===== src/rtl/pong_render.sv =====
// pong_render: one-player pong game state plus a two-stage pixel colour pipeline.
// Game state advances only on the vertical-blanking tick; colours and syncs lag the raster by two clocks.
module pong_render #(
    parameter int H_OFFSET    = 48,
    parameter int V_OFFSET    = 33,
    parameter int H_ACTIVE    = 640,
    parameter int V_ACTIVE    = 480,
    parameter int BALL_SIZE   = 8,
    parameter int BALL_SPD    = 2,
    parameter int PAD_W       = 8,
    parameter int PAD_H       = 64,
    parameter int PAD_MARGIN  = 16,
    parameter int PAD_SPD     = 4,
    parameter int MISS_FRAMES = 60
) (
    input  logic       pix_clk,
    input  logic       rst_pix_n,
    input  logic [9:0] sx,
    input  logic [9:0] sy,
    input  logic       de,
    input  logic       hsync,
    input  logic       vsync,
    input  logic       btn_up,
    input  logic       btn_dn,
    output logic [3:0] r,
    output logic [3:0] g,
    output logic [3:0] b,
    output logic       de_o,
    output logic       hsync_o,
    output logic       vsync_o,
    output logic [3:0] score_l,
    output logic [3:0] score_r
);

    localparam int MW = $clog2(MISS_FRAMES + 1);

    localparam logic [9:0] L_TICK_Y    = 10'(V_OFFSET + V_ACTIVE);
    localparam logic [9:0] L_H_OFF     = 10'(H_OFFSET);
    localparam logic [9:0] L_V_OFF     = 10'(V_OFFSET);
    localparam logic [9:0] L_SERVE_X   = 10'((H_ACTIVE - BALL_SIZE) / 2);
    localparam logic [9:0] L_SERVE_Y   = 10'((V_ACTIVE - BALL_SIZE) / 2);
    localparam logic [9:0] L_PAD_INIT  = 10'((V_ACTIVE - PAD_H) / 2);
    localparam logic [9:0] L_PAD_MAX   = 10'(V_ACTIVE - PAD_H);
    localparam logic [9:0] L_PAD_SPD   = 10'(PAD_SPD);
    localparam logic [9:0] L_PAD_HM1   = 10'(PAD_H - 1);
    localparam logic [9:0] L_PAD_HALF  = 10'(PAD_H / 2);
    localparam logic [9:0] L_BALL_SPD  = 10'(BALL_SPD);
    localparam logic [9:0] L_BALL_M1   = 10'(BALL_SIZE - 1);
    localparam logic [9:0] L_BALL_HALF = 10'(BALL_SIZE / 2);
    localparam logic [9:0] L_BOT       = 10'(V_ACTIVE - BALL_SIZE);
    localparam logic [9:0] L_BOT_TURN  = 10'(V_ACTIVE - BALL_SIZE - BALL_SPD);
    localparam logic [9:0] L_PL_X0     = 10'(PAD_MARGIN);
    localparam logic [9:0] L_PL_X1     = 10'(PAD_MARGIN + PAD_W - 1);
    localparam logic [9:0] L_AI_X0     = 10'(H_ACTIVE - PAD_MARGIN - PAD_W);
    localparam logic [9:0] L_AI_X1     = 10'(H_ACTIVE - PAD_MARGIN - 1);
    localparam logic [9:0] L_L_ZONE    = 10'(PAD_MARGIN + PAD_W + BALL_SPD);
    localparam logic [9:0] L_L_HIT     = 10'(PAD_MARGIN + PAD_W);
    localparam logic [9:0] L_R_ZONE    = 10'(H_ACTIVE - PAD_MARGIN - PAD_W - BALL_SIZE - BALL_SPD);
    localparam logic [9:0] L_R_HIT     = 10'(H_ACTIVE - PAD_MARGIN - PAD_W - BALL_SIZE);
    localparam logic [9:0] L_R_MISS    = 10'(H_ACTIVE - BALL_SIZE - BALL_SPD);
    localparam logic [9:0] L_NET_X0    = 10'(H_ACTIVE / 2 - 1);
    localparam logic [9:0] L_NET_X1    = 10'(H_ACTIVE / 2);
    localparam logic [MW-1:0] L_MISS_LOAD = MW'(MISS_FRAMES - 1);

    // state   | meaning
    // S_SERVE | ball parked, re-centred on the next tick
    // S_PLAY  | ball moving, walls/paddles/misses evaluated each tick
    // S_MISS  | ball frozen, red background, r_miss_cnt counts down to serve
    typedef enum logic [1:0] {S_SERVE, S_PLAY, S_MISS} state_t;

    state_t        r_state;
    logic [9:0]    r_bx;
    logic [9:0]    r_by;
    logic          r_dx;
    logic          r_dy;
    logic [9:0]    r_pl_y;
    logic [9:0]    r_ai_y;
    logic [MW-1:0] r_miss_cnt;
    logic [3:0]    r_score_l;
    logic [3:0]    r_score_r;

    logic          r_hit_ball;
    logic          r_hit_pl;
    logic          r_hit_ai;
    logic          r_hit_net;
    logic          r_de1;
    logic          r_hs1;
    logic          r_vs1;
    logic [3:0]    r_red;
    logic [3:0]    r_grn;
    logic [3:0]    r_blu;
    logic          r_de2;
    logic          r_hs2;
    logic          r_vs2;

    logic          w_tick;
    logic [9:0]    w_ax;
    logic [9:0]    w_ay;
    logic [9:0]    w_pl_next;
    logic [9:0]    w_ai_next;
    logic [9:0]    w_by_next;
    logic          w_dy_next;
    logic [9:0]    w_ball_c;
    logic [9:0]    w_ai_c;
    logic          w_pl_ovl;
    logic          w_ai_ovl;

    assign w_tick   = (sx == 10'd0) && (sy == L_TICK_Y);
    assign w_ax     = sx - L_H_OFF;
    assign w_ay     = sy - L_V_OFF;
    assign w_ball_c = r_by + L_BALL_HALF;
    assign w_ai_c   = r_ai_y + L_PAD_HALF;
    assign w_pl_ovl = (r_by <= r_pl_y + L_PAD_HM1) && (r_pl_y <= r_by + L_BALL_M1);
    assign w_ai_ovl = (r_by <= r_ai_y + L_PAD_HM1) && (r_ai_y <= r_by + L_BALL_M1);

    always_comb begin
        w_pl_next = r_pl_y;
        if (btn_up && !btn_dn)
            w_pl_next = (r_pl_y < L_PAD_SPD) ? 10'd0 : r_pl_y - L_PAD_SPD;
        else if (btn_dn && !btn_up)
            w_pl_next = (r_pl_y + L_PAD_SPD > L_PAD_MAX) ? L_PAD_MAX : r_pl_y + L_PAD_SPD;

        // AI only reacts once the centres are more than one step apart, so it does not jitter
        w_ai_next = r_ai_y;
        if (w_ball_c > w_ai_c + L_PAD_SPD)
            w_ai_next = (r_ai_y + L_PAD_SPD > L_PAD_MAX) ? L_PAD_MAX : r_ai_y + L_PAD_SPD;
        else if (w_ball_c + L_PAD_SPD < w_ai_c)
            w_ai_next = (r_ai_y < L_PAD_SPD) ? 10'd0 : r_ai_y - L_PAD_SPD;

        w_by_next = r_by;
        w_dy_next = r_dy;
        if (r_dy) begin
            if (r_by >= L_BOT_TURN) begin
                w_by_next = L_BOT;
                w_dy_next = 1'b0;
            end else begin
                w_by_next = r_by + L_BALL_SPD;
            end
        end else begin
            if (r_by < L_BALL_SPD) begin
                w_by_next = 10'd0;
                w_dy_next = 1'b1;
            end else begin
                w_by_next = r_by - L_BALL_SPD;
            end
        end
    end

    always_ff @(posedge pix_clk or negedge rst_pix_n) begin
        if (!rst_pix_n) begin
            r_state    <= S_SERVE;
            r_bx       <= L_SERVE_X;
            r_by       <= L_SERVE_Y;
            r_dx       <= 1'b0;
            r_dy       <= 1'b1;
            r_pl_y     <= L_PAD_INIT;
            r_ai_y     <= L_PAD_INIT;
            r_miss_cnt <= '0;
            r_score_l  <= 4'd0;
            r_score_r  <= 4'd0;
        end else if (w_tick) begin
            r_pl_y <= w_pl_next;
            r_ai_y <= w_ai_next;
            unique case (r_state)
                S_SERVE: begin
                    r_bx    <= L_SERVE_X;
                    r_by    <= L_SERVE_Y;
                    r_dy    <= 1'b1;
                    r_state <= S_PLAY;
                end
                S_PLAY: begin
                    r_by <= w_by_next;
                    r_dy <= w_dy_next;
                    if (!r_dx && (r_bx < L_L_ZONE) && w_pl_ovl) begin
                        r_bx <= L_L_HIT;
                        r_dx <= 1'b1;
                    end else if (!r_dx && (r_bx < L_BALL_SPD)) begin
                        if (r_score_r != 4'hF)
                            r_score_r <= r_score_r + 4'd1;
                        r_dx       <= 1'b0;
                        r_state    <= S_MISS;
                        r_miss_cnt <= L_MISS_LOAD;
                    end else if (r_dx && (r_bx > L_R_ZONE) && w_ai_ovl) begin
                        r_bx <= L_R_HIT;
                        r_dx <= 1'b0;
                    end else if (r_dx && (r_bx > L_R_MISS)) begin
                        if (r_score_l != 4'hF)
                            r_score_l <= r_score_l + 4'd1;
                        r_dx       <= 1'b1;
                        r_state    <= S_MISS;
                        r_miss_cnt <= L_MISS_LOAD;
                    end else if (r_dx) begin
                        r_bx <= r_bx + L_BALL_SPD;
                    end else begin
                        r_bx <= r_bx - L_BALL_SPD;
                    end
                end
                S_MISS: begin
                    if (r_miss_cnt == '0)
                        r_state <= S_SERVE;
                    else
                        r_miss_cnt <= r_miss_cnt - 1'b1;
                end
                default: r_state <= S_SERVE;
            endcase
        end
    end

    always_ff @(posedge pix_clk or negedge rst_pix_n) begin
        if (!rst_pix_n) begin
            r_hit_ball <= 1'b0;
            r_hit_pl   <= 1'b0;
            r_hit_ai   <= 1'b0;
            r_hit_net  <= 1'b0;
            r_de1      <= 1'b0;
            r_hs1      <= 1'b1;
            r_vs1      <= 1'b1;
        end else begin
            r_hit_ball <= (w_ax >= r_bx) && (w_ax <= r_bx + L_BALL_M1) &&
                          (w_ay >= r_by) && (w_ay <= r_by + L_BALL_M1);
            r_hit_pl   <= (w_ax >= L_PL_X0) && (w_ax <= L_PL_X1) &&
                          (w_ay >= r_pl_y) && (w_ay <= r_pl_y + L_PAD_HM1);
            r_hit_ai   <= (w_ax >= L_AI_X0) && (w_ax <= L_AI_X1) &&
                          (w_ay >= r_ai_y) && (w_ay <= r_ai_y + L_PAD_HM1);
            r_hit_net  <= ((w_ax == L_NET_X0) || (w_ax == L_NET_X1)) && !w_ay[3];
            r_de1      <= de;
            r_hs1      <= hsync;
            r_vs1      <= vsync;
        end
    end

    always_ff @(posedge pix_clk or negedge rst_pix_n) begin
        if (!rst_pix_n) begin
            r_red <= 4'h0;
            r_grn <= 4'h0;
            r_blu <= 4'h0;
            r_de2 <= 1'b0;
            r_hs2 <= 1'b1;
            r_vs2 <= 1'b1;
        end else begin
            r_de2 <= r_de1;
            r_hs2 <= r_hs1;
            r_vs2 <= r_vs1;
            if (!r_de1) begin
                {r_red, r_grn, r_blu} <= 12'h000;
            end else if (r_hit_ball || r_hit_pl || r_hit_ai) begin
                {r_red, r_grn, r_blu} <= 12'hFFF;
            end else if (r_hit_net) begin
                {r_red, r_grn, r_blu} <= 12'h888;
            end else if (r_state == S_MISS) begin
                {r_red, r_grn, r_blu} <= 12'h400;
            end else begin
                {r_red, r_grn, r_blu} <= 12'h002;
            end
        end
    end

    assign r       = r_red;
    assign g       = r_grn;
    assign b       = r_blu;
    assign de_o    = r_de2;
    assign hsync_o = r_hs2;
    assign vsync_o = r_vs2;
    assign score_l = r_score_l;
    assign score_r = r_score_r;

endmodule


===== config.mk =====
export PLATFORM = sky130hd
export DESIGN_NAME = pong_render
export DESIGN_NICKNAME = d
export VERILOG_FILES = /design/src/rtl/pong_render.sv
export SDC_FILE = /design/constraint.sdc
export NUM_CORES = 1
export LEC_CHECK = 0
export BUFFER_PORTS_ARGS = -buffer_cell sky130_fd_sc_hd__buf_4
export CORE_ASPECT_RATIO = 2
export CORE_MARGIN = 2
export CORE_UTILIZATION = 45
export CTS_CLUSTER_SIZE = 8
export DETAILED_ROUTE_END_ITERATION = 6
export SETUP_SLACK_MARGIN = 0.15
export SYNTH_ARGS = -nofsm -noshare
export SYNTH_HDL_FRONTEND = slang
export SYNTH_SLANG_ARGS = --single-unit

===== constraint.sdc =====
create_clock -name pix_clk -period 6.7 [get_ports pix_clk]
set_input_delay 1.675 -clock pix_clk [delete_from_list [all_inputs] [get_ports pix_clk]]
set_output_delay 1.675 -clock pix_clk [all_outputs]
set_load 0.01 [all_outputs]

==> results of run 1 <==
## report_power, final
group | switching, W | total (W) | internal, W
Sequential | 0.00000268 | 0.000406 | 0.000404
Combinational | 0.0000850 | 0.000145 | 0.0000596
Clock | 0.000217 | 0.000584 | 0.000367
Total | 0.000305 | 0.00114 | 0.000830
## stage by stage
stage          std cells    util   power, W  worst slack [ns]
6_report            1226  0.5022   0.001135             2.430
5_1_grt             1226  0.5022   0.001176             2.031
4_1_cts             1226  0.5022   0.001141             2.459
3_5_place_dp        1210  0.4824  0.0005570             2.111
3_3_place_gp        1210  0.4824  0.0005554             2.223
2_1_floorplan        988       -  0.0004960             2.593
## worst register-to-register path: cells and delay by family, from the launching register on
kind / cells / cell delay, ns
compound gates: 5 / 1.41
simple gates: 4 / 0.76
flops: 1 / 0.65
fa+ha+maj: 2 / 0.61
mux: 1 / 0.30
buf+inv: 1 / 0.21
xor+xnor: 1 / 0.21
## worst paths after layout
path                            from       endpoint  slack, ns  depth (start not counted)
min in group asynchronous  rst_pix_n      r_pl_y[5]       1.46                          1
setup reg to reg             r_by[2]  r_miss_cnt[0]       2.43                         14
hold reg to reg                r_hs1        hsync_o       0.36                          0
hold / removal                 r_hs1        hsync_o       0.36                          0
max in group asynchronous  rst_pix_n     score_r[3]       4.63                          1
setup / recovery             r_by[2]  r_miss_cnt[0]       2.43                         14
## layer usage
metal | global-route usage | up-vias
li1 | - | 3655
met1 | 0.2731 | 3657
met2 | 0.5304 | 235
met3 | 0.02926 | 99
met4 | 0.1644 | 0
met5 | 0 | -
## cells in the final DEF (no fill, tap or decap), types with 4 or more instances in the layout
cell and count:
sky130_fd_sc_hd__nand2b_1 7, sky130_fd_sc_hd__nand4_1 20, sky130_fd_sc_hd__a2111oi_0 4, sky130_fd_sc_hd__nand3_1 28, sky130_fd_sc_hd__a21boi_0 4, sky130_fd_sc_hd__o21ai_0 70
sky130_fd_sc_hd__o211ai_1 10, sky130_fd_sc_hd__xor2_1 18, sky130_fd_sc_hd__o22ai_1 7, sky130_fd_sc_hd__nor2_1 70, sky130_fd_sc_hd__or3_1 13, sky130_fd_sc_hd__o31ai_1 5
sky130_fd_sc_hd__clkbuf_16 9, sky130_fd_sc_hd__a211oi_1 13, sky130_fd_sc_hd__a41oi_1 6, sky130_fd_sc_hd__buf_4 52, sky130_fd_sc_hd__a21o_1 14, sky130_fd_sc_hd__ha_1 152
sky130_fd_sc_hd__o21ai_1 5, sky130_fd_sc_hd__mux2_2 5, sky130_fd_sc_hd__nand2_1 86, sky130_fd_sc_hd__xnor2_1 50, sky130_fd_sc_hd__a21oi_1 68, sky130_fd_sc_hd__o21a_1 14
sky130_fd_sc_hd__dfstp_2 21, sky130_fd_sc_hd__o32ai_1 4, sky130_fd_sc_hd__inv_1 60, sky130_fd_sc_hd__a31oi_1 14, sky130_fd_sc_hd__and3_1 4, sky130_fd_sc_hd__nor3_1 36
sky130_fd_sc_hd__or4_1 6, sky130_fd_sc_hd__nor2b_1 7, sky130_fd_sc_hd__dfrtp_1 45, sky130_fd_sc_hd__a211o_1 4, sky130_fd_sc_hd__nor4_1 4, sky130_fd_sc_hd__o2111ai_1 6
## layout make-up
type                    instances  area (um2)
multi-input cells             819        5977
clock inverters                 7       125.1
clock buffers                   9       225.2
fillers                      1756        8811
repair buffers                 52       390.4
well taps                     213       266.5
inverters                      60       225.2
flip-flops and latches         66        1678
## state kept, by name (all words and copies together) (netlist names), 2 cells and up
signal,flops
r_ai_y,8
r_state,2
r_bx,9
r_miss_cnt,6
b,3
r_by,9
score_l,4
score_r,4
r_pl_y,8
## cell families (layout without fill, tap and decap cells)
| family | after synthesis | count (layout) | synth area share |
|---|---|---|---|
| AOI/OAI and AO/OA | 283 | 283 | 0.2272 |
| xor gates and xnor gates | 69 | 69 | 0.07719 |
| adders and majority gates | 153 | 153 | 0.2368 |
| buffers and inverters | 103 | 128 | 0.05177 |
| DFF | 66 | 66 | 0.2078 |
| muxes | 8 | 8 | 0.01069 |
| and+or+nand+nor | 306 | 306 | 0.1885 |
==> run_summary.xml, run 1 <==
<?xml version="1.0" encoding="UTF-8"?>
<metrics>
  <group name="sta">
    <metric name="final-max-slew-violation-count" unit="">0</metric>
    <metric name="pin_slew_with_the_least_headroom_to_its_limit" unit="ns">1.214</metric>
    <metric name="setup_tns" unit="ns">0</metric>
    <metric name="grt_setup_unrepaired" unit="">false</metric>
    <metric name="period_minus_slack" unit="ns">4.270</metric>
    <metric name="fin_skew" unit="ns">0.01389</metric>
    <metric name="achievable-frequency" unit="MHz">234.2</metric>
    <metric name="worst_hold_slack" unit="ns">0.3550</metric>
    <metric name="timing.slew.headroom" unit="">0.1847</metric>
    <metric name="final.period_utilization" unit="">0.6373</metric>
    <metric name="report.final.setup_viol" unit="">0</metric>
    <metric name="timing.final.hold_violations" unit="">0</metric>
  </group>
  <group name="routing">
    <metric name="route.met3.wl" unit="um">814</metric>
    <metric name="vias_per_cell" unit="">6.237</metric>
    <metric name="wl_met2" unit="mm">14.35</metric>
    <metric name="route.final.wire_length" unit="mm">25.83</metric>
    <metric name="detailroute.via_count" unit="">7646</metric>
    <metric name="drt_first_pass_iters" unit="">6</metric>
    <metric name="detail_route.wirelength.met1" unit="mm">9.109</metric>
    <metric name="drt-initial-drc-count" unit="">335</metric>
    <metric name="post-route-drc-count" unit="">0</metric>
    <metric name="routed_wire_per_std_cell" unit="um">21.07</metric>
    <metric name="antenna_left" unit="">0</metric>
    <metric name="route.top_layer_used" unit="">met4</metric>
  </group>
  <group name="global_routing">
    <metric name="global_route_total_overflow" unit="">0</metric>
    <metric name="initial_antenna_violation_count" unit="">0</metric>
    <metric name="grt_pass1_vias" unit="">7903</metric>
    <metric name="grt_first_pass_wirelength" unit="mm">41.57</metric>
    <metric name="grt_start_max_net_pins" unit="">67</metric>
    <metric name="groute.usage.overall" unit="">0.2752</metric>
  </group>
  <group name="outcome">
    <metric name="outcome" unit="">complete, no violations</metric>
  </group>
  <group name="floorplanning">
    <metric name="initial_utilization" unit="">0.4561</metric>
    <metric name="floorplan.die.height" unit="um">193.4</metric>
    <metric name="number_of_standard_cell_rows_in_the_floorplan" unit="">69</metric>
    <metric name="top_level_i_o_count" unit="">50</metric>
    <metric name="design.die.area" unit="um2">19090</metric>
    <metric name="die_width" unit="um">98.71</metric>
    <metric name="core-area" unit="um2">17700</metric>
  </group>
  <group name="final_layout">
    <metric name="fin_nets" unit="">1187</metric>
    <metric name="syn2layout_area_growth" unit="%">10.09</metric>
    <metric name="layout-drive-gt1-share" unit="">0.1046</metric>
    <metric name="antenna_diode_count" unit="">0</metric>
    <metric name="final_design_area_excluding_fillers" unit="um2">8887</metric>
  </group>
  <group name="synthesis">
    <metric name="synth_warnings" unit="">0</metric>
    <metric name="ys_top_cells_by_count" unit="">152 x sky130_fd_sc_hd__ha_1, 86 x sky130_fd_sc_hd__nand2_1, 70 x sky130_fd_sc_hd__nor2_1, 70 x sky130_fd_sc_hd__o21ai_0, 68 x sky130_fd_sc_hd__a21oi_1</metric>
    <metric name="asyncSetResetFlopFracSynth" unit="">1.000</metric>
    <metric name="synthesis.area" unit="um2">8073</metric>
    <metric name="yosysUniqueCellTypes" unit="">77</metric>
    <metric name="synth_seq_cells" unit="">66</metric>
    <metric name="post_synth_inst_count" unit="">988</metric>
    <metric name="synth_edf_count" unit="">0</metric>
    <metric name="synth_top_area_share" unit="">0.2356</metric>
    <metric name="synth_flop_cell" unit="">sky130_fd_sc_hd__dfrtp_1</metric>
    <metric name="leading_post_synthesis_cells_by_cell_area" unit="">sky130_fd_sc_hd__ha_1 24%, sky130_fd_sc_hd__dfrtp_1 14%, sky130_fd_sc_hd__dfstp_2 6.8%</metric>
    <metric name="postSynthNetCount" unit="">1167</metric>
    <metric name="synth_seq_area_share" unit="">0.2078</metric>
    <metric name="cell_type_contributing_the_most_total_cell_area_after_synthesis" unit="">sky130_fd_sc_hd__ha_1</metric>
    <metric name="synth.most_common_cell" unit="">sky130_fd_sc_hd__ha_1</metric>
    <metric name="syn_area_per_cell" unit="um2">8.171</metric>
  </group>
  <group name="clock_network">
    <metric name="tritoncts" unit="">built</metric>
    <metric name="h-tree-depth" unit="">3</metric>
    <metric name="holdBufCountCts" unit="">0</metric>
    <metric name="clock-sinks" unit="">66</metric>
    <metric name="cts_repair_resize_count" unit="">0</metric>
    <metric name="root_buffer" unit="">sky130_fd_sc_hd__clkbuf_16</metric>
    <metric name="clk_pin_slew" unit="ns">0.07</metric>
    <metric name="clock_tree.buffer_depth" unit="">2</metric>
    <metric name="cts_buffers" unit="">9</metric>
    <metric name="cts.repair_timing.setup_buffer_count" unit="">0</metric>
    <metric name="clock_insertion_delay_worst_skew" unit="ns">0.36</metric>
  </group>
  <group name="setup_path">
    <metric name="start_kind" unit="">register</metric>
    <metric name="critical_path_class" unit="">reg2reg</metric>
    <metric name="critPathBufInv" unit="">1</metric>
    <metric name="timing.critical_path.cells" unit="">inv_1 &gt; ha_1 &gt; nor2b_1 &gt; nand3_1 &gt; nor2_1 &gt; xnor2_1 &gt; ha_1 &gt; a2111oi_0 &gt; o2111ai_1 &gt; a21oi_1 &gt; nand3_1 &gt; o21ai_1 &gt; a21oi_1 &gt; mux2_2</metric>
    <metric name="timing.critical_path.slowest_stage_cell" unit="">sky130_fd_sc_hd__dfstp_2</metric>
    <metric name="worst_path_dominant_cell_family" unit="">compound AO/OA/AOI/OAI gates</metric>
    <metric name="data_required_time_at_the_worst_endpoint" unit="ns">6.94</metric>
    <metric name="worst_path_largest_cell_delay" unit="ns">0.65</metric>
    <metric name="critPathCaptureType" unit="">register</metric>
    <metric name="critical_path.max_fanout" unit="">10</metric>
    <metric name="worst_path_arrival" unit="ns">4.51</metric>
  </group>
  <group name="placed_design">
    <metric name="numPortBuffers" unit="">49</metric>
    <metric name="place_area" unit="um2">8537</metric>
    <metric name="place_congestion" unit="">0.9239</metric>
    <metric name="place_hpwl" unit="mm">20.33</metric>
  </group>
  <group name="hold_path">
    <metric name="worst_hold_path_type" unit="">reg2reg</metric>
  </group>
  <group name="run">
    <metric name="max_cap_violations" unit="">0</metric>
  </group>
  <group name="pwr">
    <metric name="total_power_density_per_cell_area" unit="nW/um2">127.7</metric>
    <metric name="static-leakage-power" unit="nW">3.976</metric>
    <metric name="maximum_vdd_ir_drop" unit="V">0.00009821</metric>
  </group>
</metrics>
Power figures use the tool's default switching activity.
==> inputs of run 2 (changes only) <==
Clock period 6.7 ns to 4.1 ns, I/O delays scaled along.
==> run_summary.xml, run 2 (same netlist as run 1, synthesis figures left out) <==
<?xml version="1.0" encoding="UTF-8"?>
<metrics>
  <group name="clock_network">
    <metric name="clock-sinks" unit="">66</metric>
    <metric name="cts_buffers" unit="">9</metric>
    <metric name="tritoncts" unit="">built</metric>
    <metric name="holdBufCountCts" unit="">0</metric>
    <metric name="clk_pin_slew" unit="ns">0.07</metric>
    <metric name="clock_tree.buffer_depth" unit="">2</metric>
    <metric name="root_buffer" unit="">sky130_fd_sc_hd__clkbuf_16</metric>
    <metric name="clock_insertion_delay_worst_skew" unit="ns">0.35</metric>
    <metric name="h-tree-depth" unit="">3</metric>
  </group>
  <group name="hold_path">
    <metric name="worstHoldPathCells" unit="">0</metric>
    <metric name="worst_hold_path_type" unit="">reg2reg</metric>
    <metric name="min-delay-start" unit="">r_hs1</metric>
    <metric name="hold_path_sink" unit="">hsync_o</metric>
  </group>
  <group name="final_layout">
    <metric name="reg.largest.list" unit="">r_bx (9), r_by (9)</metric>
    <metric name="most_frequent_standard_cell_in_the_layout_excluding_fill_and_tap_cells" unit="">sky130_fd_sc_hd__ha_1</metric>
    <metric name="fillerInstances" unit="">1726</metric>
    <metric name="fin_nets" unit="">1230</metric>
    <metric name="syn2layout_area_growth" unit="%">14.00</metric>
    <metric name="layout-drive-gt1-share" unit="">0.1430</metric>
    <metric name="instances_no_fill" unit="">1269</metric>
    <metric name="antenna_diode_count" unit="">0</metric>
    <metric name="most_frequent_cells_in_the_layout" unit="">152 x sky130_fd_sc_hd__ha_1, 95 x sky130_fd_sc_hd__buf_4, 86 x sky130_fd_sc_hd__nand2_1</metric>
  </group>
  <group name="routing">
    <metric name="detailroute.via_count" unit="">7718</metric>
    <metric name="post-route-drc-count" unit="">0</metric>
    <metric name="antenna_left" unit="">0</metric>
    <metric name="drt-initial-drc-count" unit="">304</metric>
    <metric name="vias_per_cell" unit="">6.082</metric>
    <metric name="routed_wire_per_std_cell" unit="um">20.44</metric>
    <metric name="route.final.wire_length" unit="mm">25.94</metric>
    <metric name="drt_first_pass_iters" unit="">7</metric>
  </group>
  <group name="global_routing">
    <metric name="grt_first_pass_wirelength" unit="mm">40.74</metric>
    <metric name="initial_antenna_violation_count" unit="">0</metric>
    <metric name="grt_pass1_vias" unit="">7758</metric>
    <metric name="grt_start_max_net_pins" unit="">67</metric>
    <metric name="global_route_total_overflow" unit="">0</metric>
    <metric name="groute.usage.overall" unit="">0.2719</metric>
  </group>
  <group name="pwr">
    <metric name="total_power_density_per_cell_area" unit="nW/um2">195.5</metric>
    <metric name="maximum_vdd_ir_drop" unit="V">0.0001244</metric>
    <metric name="internal_power" unit="W">0.001312</metric>
    <metric name="switching_power" unit="W">0.0004863</metric>
    <metric name="static-leakage-power" unit="nW">4.177</metric>
    <metric name="power_frac_clock" unit="">0.497</metric>
    <metric name="pwr-share-seq" unit="">0.368</metric>
    <metric name="power.switching_fraction" unit="">0.2704</metric>
    <metric name="pwr-share-comb" unit="">0.135</metric>
  </group>
  <group name="run">
    <metric name="max_cap_violations" unit="">0</metric>
  </group>
  <group name="sta">
    <metric name="final-max-slew-violation-count" unit="">0</metric>
    <metric name="achievable-frequency" unit="MHz">264.0</metric>
    <metric name="worst_hold_slack" unit="ns">0.3555</metric>
    <metric name="period_minus_slack" unit="ns">3.788</metric>
    <metric name="setup_tns" unit="ns">0</metric>
    <metric name="timing.final.hold_violations" unit="">0</metric>
    <metric name="final.period_utilization" unit="">0.9239</metric>
    <metric name="report.final.setup_viol" unit="">0</metric>
    <metric name="timing.slew.headroom" unit="">0.2562</metric>
    <metric name="pin_slew_with_the_least_headroom_to_its_limit" unit="ns">1.104</metric>
    <metric name="fin_skew" unit="ns">0.009760</metric>
    <metric name="grt_setup_unrepaired" unit="">false</metric>
  </group>
  <group name="floorplanning">
    <metric name="initial_utilization" unit="">0.4561</metric>
    <metric name="core-area" unit="um2">17700</metric>
    <metric name="floorplan.die.height" unit="um">193.4</metric>
    <metric name="number_of_standard_cell_rows_in_the_floorplan" unit="">69</metric>
    <metric name="top_level_i_o_count" unit="">50</metric>
    <metric name="design.die.area" unit="um2">19090</metric>
    <metric name="die_width" unit="um">98.71</metric>
  </group>
  <group name="setup_path">
    <metric name="worst_path_dominant_cell_family" unit="">compound AO/OA/AOI/OAI gates</metric>
    <metric name="crit-reg2reg-capture" unit="">r_miss_cnt[0]</metric>
    <metric name="worst_path_arrival" unit="ns">4.02</metric>
    <metric name="start_kind" unit="">register</metric>
    <metric name="worst_r2r_startpoint" unit="">r_by[2]</metric>
    <metric name="setup.worst_path.start" unit="">r_by[2]</metric>
    <metric name="critical_path_class" unit="">reg2reg</metric>
    <metric name="data_required_time_at_the_worst_endpoint" unit="ns">4.33</metric>
    <metric name="timing.critical_path.slowest_stage_cell" unit="">sky130_fd_sc_hd__dfstp_2</metric>
    <metric name="depth_of_the_most_critical_reg_to_reg_path" unit="">13</metric>
    <metric name="timing.critical_path.cells" unit="">inv_1 &gt; ha_1 &gt; nor2b_1 &gt; nand3_1 &gt; nor2_1 &gt; xnor2_1 &gt; buf_4 &gt; ha_1 &gt; a2111oi_0 &gt; o211ai_1 &gt; o211ai_1 &gt; a21oi_1 &gt; mux2_2</metric>
    <metric name="critPathBufInv" unit="">2</metric>
    <metric name="r2r_slack" unit="ns">0.31</metric>
    <metric name="critical_path.max_fanout" unit="">6</metric>
    <metric name="critPathCaptureType" unit="">register</metric>
    <metric name="worst_path_largest_cell_delay" unit="ns">0.53</metric>
  </group>
  <group name="placed_design">
    <metric name="place_hpwl" unit="mm">20.55</metric>
    <metric name="numPortBuffers" unit="">49</metric>
    <metric name="place.detailed.instances" unit="">1252</metric>
    <metric name="place_congestion" unit="">0.9431</metric>
  </group>
  <group name="outcome">
    <metric name="outcome" unit="">complete, no violations</metric>
  </group>
</metrics>
==> run 2: cell count changes in the layout (fill, tap and decap cells not counted), sizes merged <==
cell      delta
buf         +43
bufinv       -1
clkbuf       +1
clkinvlp     +1
inv          -1
==> run 2: worst max-delay path by stage <==
stage               cells past startpoint       endpoint
global placement                       12     r_hit_ball
global route                           13  r_miss_cnt[0]
detailed placement                     12     r_hit_ball
finish                                 13  r_miss_cnt[0]
CTS                                    13  r_miss_cnt[0]
floorplan                              15  r_miss_cnt[0]
==> run 2: worst register-to-register path: cells and delay by family (launching register included) <==
| family | cells | cell delay [ns] |
|---|---|---|
| AOI/OAI and AO/OA | 4 | 1.26 |
| and+or+nand+nor | 3 | 0.76 |
| DFF | 1 | 0.53 |
| adders and majority gates | 2 | 0.48 |
| muxes | 1 | 0.29 |
| buffers and inverters | 2 | 0.24 |
| xor gates and xnor gates | 1 | 0.13 |
==> run 2: layout make-up <==
class | instances | area, um2 | area share
Multi-Input combinational cell | 819 | 5991 | 0.6510
Sequential cell | 66 | 1678 | 0.1823
Timing Repair Buffer | 95 | 713.2 | 0.07750
Tap cell | 213 | 266.5 | 0.02896
Clock buffer | 10 | 239.0 | 0.02597
Inverter | 60 | 225.2 | 0.02447
Clock inverter | 6 | 90.09 | 0.009789
==> run 2: repair_timing <==
item                       4_1_cts  5_1_grt
buffers inserted                 0        1
setup endpoints to repair        0       17
gates resized for setup          0        4
==> run 2: per-stage QoR <==
step | util | power, W | area (um2) | setup slack, ns
after CTS | 0.5188 | 0.001814 | 9181 | 0.3335
after floorplan | - | 0.0008105 | 8073 | 0.6184
after detailed placement | 0.5002 | 0.0009169 | 8852 | 0.2383
final | 0.5200 | 0.001799 | 9203 | 0.3119
after global routing | 0.5200 | 0.001864 | 9203 | 0.1664
after global placement | 0.5002 | 0.0009147 | 8852 | 0.2490
==> run 2: routing by layer <==
metal	wire length, um	GRT usage	vias up
met3	759	0.02890	81
met4	1440	0.1553	0
met5	0	0	-
met2	14610	0.5314	198
met1	9133	0.2664	3696
li1	-	-	3743
==> run 2: power groups by stage <==
stage	Combinational, W	Clock (W)	Sequential (W)
floorplan	0.000135	0	0.000675
global placement	0.000241	0	0.000674
detailed placement	0.000243	0	0.000674
CTS	0.000245	0.000907	0.000663
global route	0.000273	0.000928	0.000663
finish	0.000243	0.000894	0.000663
==> inputs of run 3 (changes only) <==
Clock period 4.1 ns to 4 ns, I/O delays scaled along.
==> run_summary.xml, run 3 (same netlist as run 1, synthesis figures left out) <==
<?xml version="1.0" encoding="UTF-8"?>
<metrics>
  <group name="final_layout">
    <metric name="multi_input_comb_area" unit="um2">5986</metric>
    <metric name="antenna_diode_count" unit="">0</metric>
    <metric name="most_frequent_standard_cell_in_the_layout_excluding_fill_and_tap_cells" unit="">sky130_fd_sc_hd__ha_1</metric>
    <metric name="syn2layout_area_growth" unit="%">14.52</metric>
    <metric name="most_frequent_cells_in_the_layout" unit="">152 x sky130_fd_sc_hd__ha_1, 105 x sky130_fd_sc_hd__buf_4, 86 x sky130_fd_sc_hd__nand2_1</metric>
    <metric name="fin_nets" unit="">1240</metric>
    <metric name="fin_util" unit="">0.5224</metric>
    <metric name="fillerInstances" unit="">1728</metric>
    <metric name="layout-drive-gt1-share" unit="">0.1510</metric>
    <metric name="reg.largest.list" unit="">r_bx (9), r_by (9)</metric>
    <metric name="storage_element_area" unit="um2">1678</metric>
  </group>
  <group name="clock_network">
    <metric name="clock_insertion_delay_worst_skew" unit="ns">0.36</metric>
    <metric name="cts_buffers" unit="">9</metric>
    <metric name="cts.repair_timing.setup_buffer_count" unit="">0</metric>
    <metric name="clock-sinks" unit="">66</metric>
    <metric name="h-tree-depth" unit="">3</metric>
    <metric name="clk_pin_slew" unit="ns">0.07</metric>
    <metric name="root_buffer" unit="">sky130_fd_sc_hd__clkbuf_16</metric>
    <metric name="clock_tree.buffer_depth" unit="">2</metric>
    <metric name="tritoncts" unit="">built</metric>
  </group>
  <group name="sta">
    <metric name="timing.final.hold_violations" unit="">0</metric>
    <metric name="worst_hold_slack" unit="ns">0.3550</metric>
    <metric name="setup_tns" unit="ns">0</metric>
    <metric name="timing.slew.headroom" unit="">0.2167</metric>
    <metric name="report.final.setup_viol" unit="">0</metric>
    <metric name="layout_setup_ws" unit="ns">0.4434</metric>
    <metric name="grt_setup_unrepaired" unit="">false</metric>
    <metric name="achievable-frequency" unit="MHz">281.2</metric>
    <metric name="final-max-slew-violation-count" unit="">0</metric>
    <metric name="period_minus_slack" unit="ns">3.557</metric>
    <metric name="final.period_utilization" unit="">0.8891</metric>
    <metric name="pin_slew_with_the_least_headroom_to_its_limit" unit="ns">1.163</metric>
    <metric name="fin_skew" unit="ns">0.01172</metric>
  </group>
  <group name="global_routing">
    <metric name="global_route_total_overflow" unit="">0</metric>
    <metric name="grt_pass1_vias" unit="">8011</metric>
    <metric name="grt_start_max_net_pins" unit="">67</metric>
    <metric name="initial_antenna_violation_count" unit="">0</metric>
    <metric name="grt_first_pass_wirelength" unit="mm">41.63</metric>
    <metric name="groute.usage.overall" unit="">0.2745</metric>
  </group>
  <group name="setup_path">
    <metric name="data_required_time_at_the_worst_endpoint" unit="ns">4.24</metric>
    <metric name="critPathCaptureType" unit="">register</metric>
    <metric name="start_kind" unit="">register</metric>
    <metric name="worst_path_arrival" unit="ns">3.79</metric>
    <metric name="critical_path.max_fanout" unit="">6</metric>
    <metric name="critical_path_class" unit="">reg2reg</metric>
  </group>
  <group name="placed_design">
    <metric name="numPortBuffers" unit="">49</metric>
    <metric name="place_congestion" unit="">0.9504</metric>
    <metric name="place_hpwl" unit="mm">20.89</metric>
    <metric name="dp_worst_setup_slack" unit="ns">0.1791</metric>
  </group>
  <group name="routing">
    <metric name="route.final.wire_length" unit="mm">25.97</metric>
    <metric name="post-route-drc-count" unit="">0</metric>
    <metric name="routed_wire_per_std_cell" unit="um">20.31</metric>
    <metric name="detailroute.via_count" unit="">7834</metric>
    <metric name="drt-initial-drc-count" unit="">283</metric>
    <metric name="antenna_left" unit="">0</metric>
    <metric name="drt_first_pass_iters" unit="">5</metric>
    <metric name="vias_per_cell" unit="">6.125</metric>
  </group>
  <group name="floorplanning">
    <metric name="initial_utilization" unit="">0.4561</metric>
    <metric name="number_of_standard_cell_rows_in_the_floorplan" unit="">69</metric>
    <metric name="die_width" unit="um">98.71</metric>
    <metric name="core-area" unit="um2">17700</metric>
    <metric name="top_level_i_o_count" unit="">50</metric>
    <metric name="design.die.area" unit="um2">19090</metric>
    <metric name="floorplan.die.height" unit="um">193.4</metric>
  </group>
  <group name="pwr">
    <metric name="static-leakage-power" unit="nW">4.208</metric>
    <metric name="maximum_vdd_ir_drop" unit="V">0.0001445</metric>
    <metric name="total_power_density_per_cell_area" unit="nW/um2">191.8</metric>
  </group>
  <group name="hold_path">
    <metric name="worst_hold_path_type" unit="">reg2reg</metric>
  </group>
  <group name="run">
    <metric name="max_cap_violations" unit="">0</metric>
  </group>
  <group name="outcome">
    <metric name="outcome" unit="">complete, no violations</metric>
  </group>
</metrics>
-- run 3: critical path, cell delays in order, from the launching register on --
cell,delay [ns]
sky130_fd_sc_hd__dfrtp_1,0.37
sky130_fd_sc_hd__inv_1,0.17
sky130_fd_sc_hd__ha_1,0.28
sky130_fd_sc_hd__or4b_2,0.66
sky130_fd_sc_hd__nand2_1,0.17
sky130_fd_sc_hd__ha_1,0.17
sky130_fd_sc_hd__nand3_1,0.07
sky130_fd_sc_hd__a21oi_1,0.15
sky130_fd_sc_hd__o32ai_1,0.11
sky130_fd_sc_hd__a21boi_1,0.43
sky130_fd_sc_hd__o211ai_1,0.16
sky130_fd_sc_hd__a21oi_1,0.32
sky130_fd_sc_hd__mux2_2,0.37
-- run 3: report_power, final --
group | switching (W) | internal [W]
clock network | 0.000357 | 0.000487
logic | 0.000144 | 0.000104
registers | 0.00000458 | 0.000676
-- run 3: cell type report --
cell class                      count  area share
Multi-Input combinational cell    819      0.6474
Sequential cell                    66      0.1815
Timing Repair Buffer              105     0.08526
Tap cell                          213     0.02883
Clock buffer                        9     0.02436
Inverter                           60     0.02436
Clock inverter                      7    0.008256
-- run 3: metal layers --
layer	GRT usage	part of all wire	vias to the layer above
met2	0.5324	0.56	208
met4	0.1674	0.061	0
met3	0.02926	0.026	101
met5	0	0	-
li1	-	-	3764
met1	0.2676	0.35	3761
-- run 3: path summary, 6_finish.rpt --
check,cells after the start,start,slack [ns],to
worst min register to register,0,r_hs1,0.35,hsync_o
worst max register to register,12,r_ai_y[3],0.44,r_miss_cnt[0]
min in group asynchronous,1,rst_pix_n,0.75,r_hit_net
worst max-delay path,12,r_ai_y[3],0.44,r_miss_cnt[0]
max in group asynchronous,1,rst_pix_n,2.63,r_pl_y[8]
worst min-delay path,0,r_hs1,0.35,hsync_o
-- run 3: metrics by stage --
stage,instance area [um2],total power [W],std cells
floorplan,8073,0.0008308,988
global placement,8935,0.0009373,1263
detailed placement,8935,0.0009387,1263
CTS,9236,0.001788,1279
global route,9245,0.001840,1279
finish,9245,0.001774,1279
-- run 3: what timing repair did --
item | CTS | global route
hold buffers | 0 | 0
gates resized for setup | 0 | 4
endpoints found under the setup margin | 0 | 21
